<file path="src/rtl/router_pkg.sv">
// Shared types and constants for the SPI packet router: FSM state encoding and
// frame-width helpers.
package router_pkg;

    typedef enum logic [2:0] {
        IDLE,
        CHECK,
        SETUP,
        SHIFT,
        HOLD,
        DONE,
        ERR
    } route_state_e;

    localparam int DEF_SIZE = 8;
    localparam int FRAME_W  = 2 * DEF_SIZE;

    // Frame is {destination, data}, so it is always twice the field width.
    function automatic int frame_bits(input int size);
        return 2 * size;
    endfunction

endpackage

</file>
<file path="src/rtl/spi_clk_gen.sv">
// SCLK half-period timer: while i_run is high it emits a strobe at the end of
// every CLK_DIV-cycle half-period, split into rise/fall by the current phase.
module spi_clk_gen #(
    parameter int CLK_DIV = 4
) (
    input  logic clock,
    input  logic reset,
    input  logic i_run,
    output logic o_en,
    output logic o_rise,
    output logic o_fall,
    output logic o_sclk
);

    localparam int              CW   = $clog2(CLK_DIV);
    localparam logic [CW-1:0]   LAST = CW'(CLK_DIV - 1);

    logic [CW-1:0] r_cnt;
    logic          r_phase;
    logic          w_tick;

    assign w_tick = i_run && (r_cnt == LAST);

    // Dropping i_run restarts the timer, so every frame begins in the low phase.
    always_ff @(posedge clock) begin
        if (reset || !i_run) begin
            r_cnt   <= '0;
            r_phase <= 1'b0;
        end else if (w_tick) begin
            r_cnt   <= '0;
            r_phase <= ~r_phase;
        end else begin
            r_cnt   <= r_cnt + CW'(1);
        end
    end

    assign o_en   = w_tick;
    assign o_rise = w_tick && !r_phase;
    assign o_fall = w_tick &&  r_phase;
    assign o_sclk = r_phase;

endmodule

</file>
<file path="src/rtl/route_spi_tx.sv">
// Routes one {destination, data} packet out as a mode-0 SPI frame on the chip
// select of the destination port. Define ROUTE_CHECKSUM_EN to reject packets
// whose checkSum does not match destination+data.
import router_pkg::*;

module route_spi_tx #(
    parameter int SIZE    = 8,
    parameter int PORTS   = 4,
    parameter int CLK_DIV = 4
) (
    input  logic             clock,
    input  logic             reset,
    input  logic             start,
    input  logic [SIZE-1:0]  destination,
    input  logic [SIZE-1:0]  data,
    input  logic [SIZE:0]    checkSum,
    output logic             sclk,
    output logic             mosi,
    output logic [PORTS-1:0] cs_n,
    output logic             busy,
    output logic             done,
    output logic             error
);

    localparam int              FW        = frame_bits(SIZE);
    localparam int              HALVES    = 2 * FW;
    localparam int              HW        = $clog2(HALVES);
    localparam logic [HW-1:0]   HALF_LAST = HW'(HALVES - 1);
    localparam logic [SIZE:0]   PORTS_L   = (SIZE + 1)'(PORTS);

    route_state_e    r_state, w_next;
    logic [SIZE-1:0] r_dest, r_data;
    logic [SIZE:0]   r_chk;
    logic [FW-1:0]   r_shift;
    logic [HW-1:0]   r_half;

    logic            w_active;
    logic            w_half, w_rise, w_fall, w_sclk_ph;
    logic [SIZE:0]   w_sum;
    logic            w_bad_dest, w_bad_sum, w_reject;

    assign w_active = (r_state == SETUP) || (r_state == SHIFT) || (r_state == HOLD);

    spi_clk_gen #(
        .CLK_DIV (CLK_DIV)
    ) u_clk_gen (
        .clock  (clock),
        .reset  (reset),
        .i_run  (w_active),
        .o_en   (w_half),
        .o_rise (w_rise),
        .o_fall (w_fall),
        .o_sclk (w_sclk_ph)
    );

    // Carry is kept in bit SIZE so it lines up with the (SIZE+1)-bit checkSum.
    assign w_sum      = {1'b0, r_dest} + {1'b0, r_data};
    assign w_bad_dest = {1'b0, r_dest} >= PORTS_L;
`ifdef ROUTE_CHECKSUM_EN
    assign w_bad_sum  = (w_sum != r_chk);
`else
    logic w_unused_chk;
    assign w_bad_sum    = 1'b0;
    assign w_unused_chk = ^{r_chk, w_sum};
`endif
    assign w_reject   = w_bad_dest || w_bad_sum;

    always_ff @(posedge clock) begin
        if (reset) r_state <= IDLE;
        else       r_state <= w_next;
    end

    always_comb begin
        w_next = r_state;
        busy   = (r_state != IDLE);
        done   = (r_state == DONE);
        error  = (r_state == ERR);
        sclk   = (r_state == SHIFT) && w_sclk_ph;
        mosi   = w_active && r_shift[FW-1];
        cs_n   = '1;
        for (int p = 0; p < PORTS; p++)
            cs_n[p] = !(w_active && (r_dest == SIZE'(p)));
        unique case (r_state)
            IDLE:      if (start) w_next = CHECK;
            CHECK:     w_next = w_reject ? ERR : SETUP;
            SETUP:     if (w_rise) w_next = SHIFT;
            SHIFT:     if (w_half && (r_half == HALF_LAST)) w_next = HOLD;
            HOLD:      if (w_half) w_next = DONE;
            DONE, ERR: w_next = IDLE;
            default:   w_next = IDLE;
        endcase
    end

    // SETUP presents the MSB; each falling SCLK edge in SHIFT exposes the next bit.
    always_ff @(posedge clock) begin
        if (reset) begin
            r_dest  <= '0;
            r_data  <= '0;
            r_chk   <= '0;
            r_shift <= '0;
            r_half  <= '0;
        end else begin
            if ((r_state == IDLE) && start) begin
                r_dest <= destination;
                r_data <= data;
                r_chk  <= checkSum;
            end
            if (r_state == CHECK)
                r_shift <= {r_dest, r_data};
            else if ((r_state == SHIFT) && w_fall)
                r_shift <= {r_shift[FW-2:0], 1'b0};
            if (r_state != SHIFT)
                r_half <= '0;
            else if (w_half)
                r_half <= r_half + HW'(1);
        end
    end

endmodule

</file>
<file path="config.mk">
export PLATFORM = sky130hd
export DESIGN_NAME = route_spi_tx
export DESIGN_NICKNAME = d
export VERILOG_FILES = /design/src/rtl/router_pkg.sv /design/src/rtl/spi_clk_gen.sv /design/src/rtl/route_spi_tx.sv
export SDC_FILE = /design/constraint.sdc
export NUM_CORES = 1
export LEC_CHECK = 0
export BUFFER_PORTS_ARGS = -buffer_cell sky130_fd_sc_hd__clkbuf_2
export CAP_MARGIN = 25
export CORE_UTILIZATION = 30
export CTS_CLUSTER_SIZE = 20
export DETAILED_ROUTE_END_ITERATION = 8
export PLACE_DENSITY = 0.54
export SYNTH_ARGS = -nofsm -noshare
export SYNTH_HDL_FRONTEND = slang
export SYNTH_SLANG_ARGS = --single-unit
</file>
<file path="constraint.sdc">
create_clock -name clock -period 1.7 [get_ports clock]
set_clock_uncertainty 0.05 [all_clocks]
set_input_delay 0.34 -clock clock [delete_from_list [all_inputs] [get_ports clock]]
set_output_delay 0.34 -clock clock [all_outputs]
set_load 0.1 [all_outputs]
</file>
Word-level counts from Yosys, hierarchy flattened
Cells that the tools add are included.
{"block": "word_totals", "register_bits": 43, "latchBits": 0, "ram_bits": 0, "mem_bits_ro": 0, "in_bits": 28, "out_inout_bits": 9, "memories": 0}
{"block": "op_classes", "add_sub_neg": 2, "n_mul": 0, "div": 0, "magnitude_cmp": 1, "eq_ne": 16, "shifts": 0, "n_mux": 8, "bitwise": 1, "reduce_logical": 28}
{"op": "$mux 16", "n": 2}
{"op": "$eq 8x2->1 const B", "n": 2}
{"op": "$mux 3", "n": 5}
{"op": "$pmux 3 s5", "n": 1}
{"op": "$logic_and 1x1->1", "n": 12}
{"op": "$eq 3x3->1 const B", "n": 3}
{"op": "$eq 8x1->1 const B", "n": 1}
{"op": "$ge 8x3->1 const B", "n": 1}
{"op": "$logic_not 8->1", "n": 1}
{"op": "$eq 3x2->1 const B", "n": 2}
{"op": "$logic_not 1->1", "n": 6}
{"op": "$ne 2x1->1 const B", "n": 3}
{"op": "$add 5x1->5 const B", "n": 1}
{"op": "$eq 5x5->1 const B", "n": 1}
{"op": "$reduce_and 4->1", "n": 1}
{"op": "$reduce_or 2->1", "n": 2}
{"op": "$eq 3x1->1 const B", "n": 1}
{"op": "$logic_not 3->1", "n": 1}
{"op": "$logic_or 1x1->1", "n": 3}
{"op": "$ne 3x2->1 const B", "n": 1}
{"op": "$reduce_bool 3->1", "n": 1}
{"op": "$add 2x1->2 const B", "n": 1}
{"op": "$eq 2x2->1 const B", "n": 1}
{"op": "$ne 2x2->1 const B", "n": 1}
{"op": "other kinds (2)", "n": 2}

Longest topological paths before layout
{"block": "depth", "ltp_word": 8, "ltp_mapped": 7, "mapped_depth_nobuf": 7}

Cells and area by module
A second synthesis with hierarchy kept.
{"block": "unflattened", "cells_unflattened": 204, "area_unflattened_um2": 1933.1}
{"module": "route_spi_tx", "instances": 1, "cells_per_inst": 192, "area_per_inst_um2": 1806.7, "seq_area_each_um2": 800.8}
{"module": "spi_clk_gen", "instances": 1, "cells_per_inst": 12, "area_per_inst_um2": 126.4, "seq_area_each_um2": 60.1}

Worst setup path before layout
Ideal clock, no wire load.
{"block": "synth_path", "path_type": "reg2out", "from": "reg r_state[0]", "to": "out mosi", "t_arrival_ns": 2.191, "required_time_ns": 1.310, "setup_slack_ns": -0.881, "path_stages_with_launch": 5, "path_buffers": 1, "path_cell_list": "dfxtp_1 -> buf_4 -> nor3b_2 -> nor2_1 -> nor2b_1"}
{"block": "synth_via", "elab_chain_cells": 4, "elab_cells_between_ends": 6, "cone_classes": "eq/ne (3); reduce/logical (3)"}
{"item": "start, declared", "line_no": "route_spi_tx.sv:31", "rtl": "route_state_e r_state, w_next;"}
{"item": "start signal, assigned", "line_no": "route_spi_tx.sv:70", "rtl": "else r_state <= w_next;"}
{"item": "$eq 3x2->1", "line_no": "route_spi_tx.sv:42", "rtl": "assign w_active = (r_state == SETUP) || (r_state == SHIFT) || (r_state == HOLD);"}
{"item": "$logic_or 1x1->1", "line_no": "route_spi_tx.sv:42"}
{"item": "$logic_or 1x1->1 (*)", "line_no": "route_spi_tx.sv:42"}
{"item": "$logic_and 1x1->1 (*)", "line_no": "route_spi_tx.sv:79", "rtl": "mosi = w_active && r_shift[FW-1];"}
{"item": "end, declared", "line_no": "route_spi_tx.sv:18", "rtl": "output logic mosi,"}
Mark *: on every way between the ends. The rest lies on a longest branch, timed or not.

Worst setup path in the final report
{"block": "layout_path", "from": "reg r_dest[5]", "to": "out cs_n[0]"}
{"block": "layout_via", "elab_chain_cells": 3}
{"item": "start, declared", "line_no": "route_spi_tx.sv:32", "rtl": "logic [SIZE-1:0] r_dest, r_data;"}
{"item": "start signal, assigned", "line_no": "route_spi_tx.sv:104", "rtl": "r_dest <= destination;"}
{"item": "$logic_not 8->1", "line_no": "route_spi_tx.sv:82", "rtl": "cs_n[p] = !(w_active && (r_dest == SIZE'(p)));"}
{"item": "$logic_and 1x1->1", "line_no": "route_spi_tx.sv:82"}
{"item": "$logic_not 1->1", "line_no": "route_spi_tx.sv:82"}
{"item": "end, declared", "line_no": "route_spi_tx.sv:19", "rtl": "output logic [PORTS-1:0] cs_n,"}
Every way passes these cells.

==> impl_metrics.ini <==
[outcome]
status = complete, but fails checks
violations = setup timing

[worst_setup_path]
regToRegEndpoint = r_shift[9]
reg2reg_slack_ns = 0.06
worstSetupPathType = flop to primary output
r2r_start = r_state[2]
end_kind = primary output
cp-start-kind = flop
crit_required_ns = 1.31
r2r_cells = 8
path_max_fanout = 2
critPathArrivalTime_ns = 1.68

[sta]
max_freq_ghz = 0.483
rsz0062_at_grt = yes
worstMarginPinSlew_ns = 0.359
relSlewSlack_pct = 76.1
final.period_utilization_pct = 122
finalMaxSlewViolations = 0
holdWs_ns = 0.203
layout_min_cycle_time_ns = 2.07
fin_tns_setup_ns = -1.44
hold_violations = 0
setup_slack_ns = -0.369
setup_violations = 6

[clocking]
htreeDepth = 2
cts-buffers-inserted = 5
cts_root_buffer = clkbuf_8
path_clk_slew_ns = 0.09
clockBufferDepth = 2
cts.sinks = 43
worstSkewPairLatency_ns = 0.29
cts_tree = done

[grt]
grt-busiest-layer = met2
grtUsageMet3_pct = 3.33
grt_start_max_net_pins = 33
grt_use_met2_pct = 21.1
grt_usage_pct = 13.3
grt_pass1_vias = 1522
grt_antenna_before_repair = 0
grt_first_pass_wirelength_um = 6780
grt_use_met1_pct = 17.4
grt_overflow_total = 0

[detailed_routing]
drt_wl_total_um = 4240
ant_nets = 0
drc = 0
drt_first_pass_iters = 4
drt_iter0_drc = 59
vias_per_cell = 4.68
detail_route.wl_per_cell_um = 12.4
vias = 1597

[logic_synthesis]
ys_warn_count = 0
synth_cell_types = 39
synthArstFlopShare_pct = 0
syn_avg_cell_area_sq_um = 8.83
synthCells = 217
synth_edf_count = 0
ys_ff_latch = 43
syn-cell-area_sq_mm = 0.00192
ys_seq_area_share_pct = 44.9
synth_ff_type = dfxtp_1
syn_nets = 248

[placed_design]
hpwl_um = 2750
place_inst = 323
post_dp_cell_area_sq_mm = 0.00241
portBuffers = 27
gp_congestion = 0.790

[floorplan]
die_w_um = 81.9
die_area_sq_mm = 0.00671
start_util_pct = 31.8
io_pins = 37
die_h_um = 81.9
core_sq_mm = 0.00603
fp-row-count = 28

[hold_path]
hp-class = input port to flop
holdPathEnd = r_data[3]
min-delay-start = data[3]
hold_depth = 3

[final_layout]
diodes = 0
fillerInstances = 600
seq_area_sq_um = 871
multiInputGateArea_sq_mm = 0.00111
stdcell_area_sq_mm = 0.00277
instances_no_fill = 341
final_cell_mix = nand2_1 (37), dfxtp_1 (37), nor2_1 (25)
syn2layout_area_growth_pct = 44.5
fin_nets = 296
drive_gt1_share_pct = 37.2

[pwr]
leakage_nw = 1.06
powerDensity_mw_per_mm2 = 1660
ir_drop_uv = 691

[flow_run]
maxCapViolCount = 0
-- critical path: stages, from the launching register on --
cell     delay [ns]
dfxtp_2        0.34
nor4_4         0.31
nand2_2        0.11
or4_4          0.44
buf_12         0.18
-- how the worst max path moves through the flow --
| stage | endpoint | startpoint | slack (ns) | cells after the start |
|---|---|---|---|---|
| 2_1_floorplan | cs_n[1] | r_state[2] | -0.35 | 5 |
| 3_3_place_gp | cs_n[0] | r_dest[2] | -0.17 | 4 |
| 3_5_place_dp | cs_n[0] | r_dest[2] | -0.15 | 4 |
| 4_1_cts | cs_n[0] | r_dest[5] | -0.35 | 4 |
| 5_1_grt | cs_n[0] | r_dest[5] | -0.42 | 4 |
| 6_report | cs_n[0] | r_dest[5] | -0.37 | 4 |
-- sequential cells by signal (all words and copies together), names as in the netlist --
register	count
r_shift	16
u_clk_gen.o_sclk	1
r_dest	8
r_state	3
u_clk_gen.r_cnt	2
r_data	8
r_half	5
-- per-layer routing --
| layer | part of all wire, % | routed length (um) |
|---|---|---|
| met3 | 3.1 | 131 |
| met4 | 0.35 | 15 |
| met1 | 49 | 2090 |
| met5 | 0 | 0 |
| met2 | 47 | 2000 |
-- stage by stage --
step | power [mW] | setup slack, ns | utilization [%]
finish | 4.60 | -0.369 | 46.0
global route | 4.90 | -0.423 | 46.0
CTS | 4.34 | -0.353 | 43.0
detailed placement | 3.40 | -0.153 | 40.0
global placement | 3.38 | -0.168 | 40.0
floorplan | 2.80 | -0.345 | -
-- what timing repair did --
action / in CTS / in global routing
gates cloned: 0 / 1
gates resized for setup: 8 / 21
buffers inserted: 5 / 5
pin swaps: 9 / 6
endpoints found under the setup margin: 7 / 11
hold buffers: 0 / 0
-- cell type report --
class | instances | share of cell area (%)
clock buffers | 5 | 2.49
inverters | 1 | 0.136
clock inverters | 3 | 1.72
flip-flops and latches | 43 | 31.5
well taps | 75 | 3.39
multi-input cells | 158 | 40.2
repair buffers | 56 | 20.6
-- synthesized netlist by cell type, types with 3 or more instances --
cell type,number,area (sq um)
xor2_1,3,26.3
nand2_1,39,146
and3_1,3,18.8
clkbuf_1,6,22.5
nor4_1,3,18.8
nor2_1,27,101
buf_2,4,20.0
buf_4,3,22.5
a21oi_1,18,90.1
ha_1,3,37.5
mux2i_1,17,170
nand3b_1,3,22.5
dfxtp_1,43,861
a211oi_1,14,105
-- power breakdown --
| group | switching (mW) | internal (mW) | total, mW |
|---|---|---|---|
| Sequential | 0.163 | 1.28 | 1.44 |
| Combinational | 1.23 | 1.12 | 2.35 |
| Clock | 0.370 | 0.445 | 0.815 |
-- kinds of logic after synthesis --
kind of cell,after synthesis,share of synthesized area (%)
XOR/XNOR,4,1.83
flip-flops,43,44.9
buffers and inverters,16,4.44
AO/OA/AOI/OAI,42,14.4
multiplexers,17,8.88
adder cells (fa/ha/maj),3,1.96
AND/OR/NAND/NOR,92,23.6
Power figures use the tool's default switching activity.
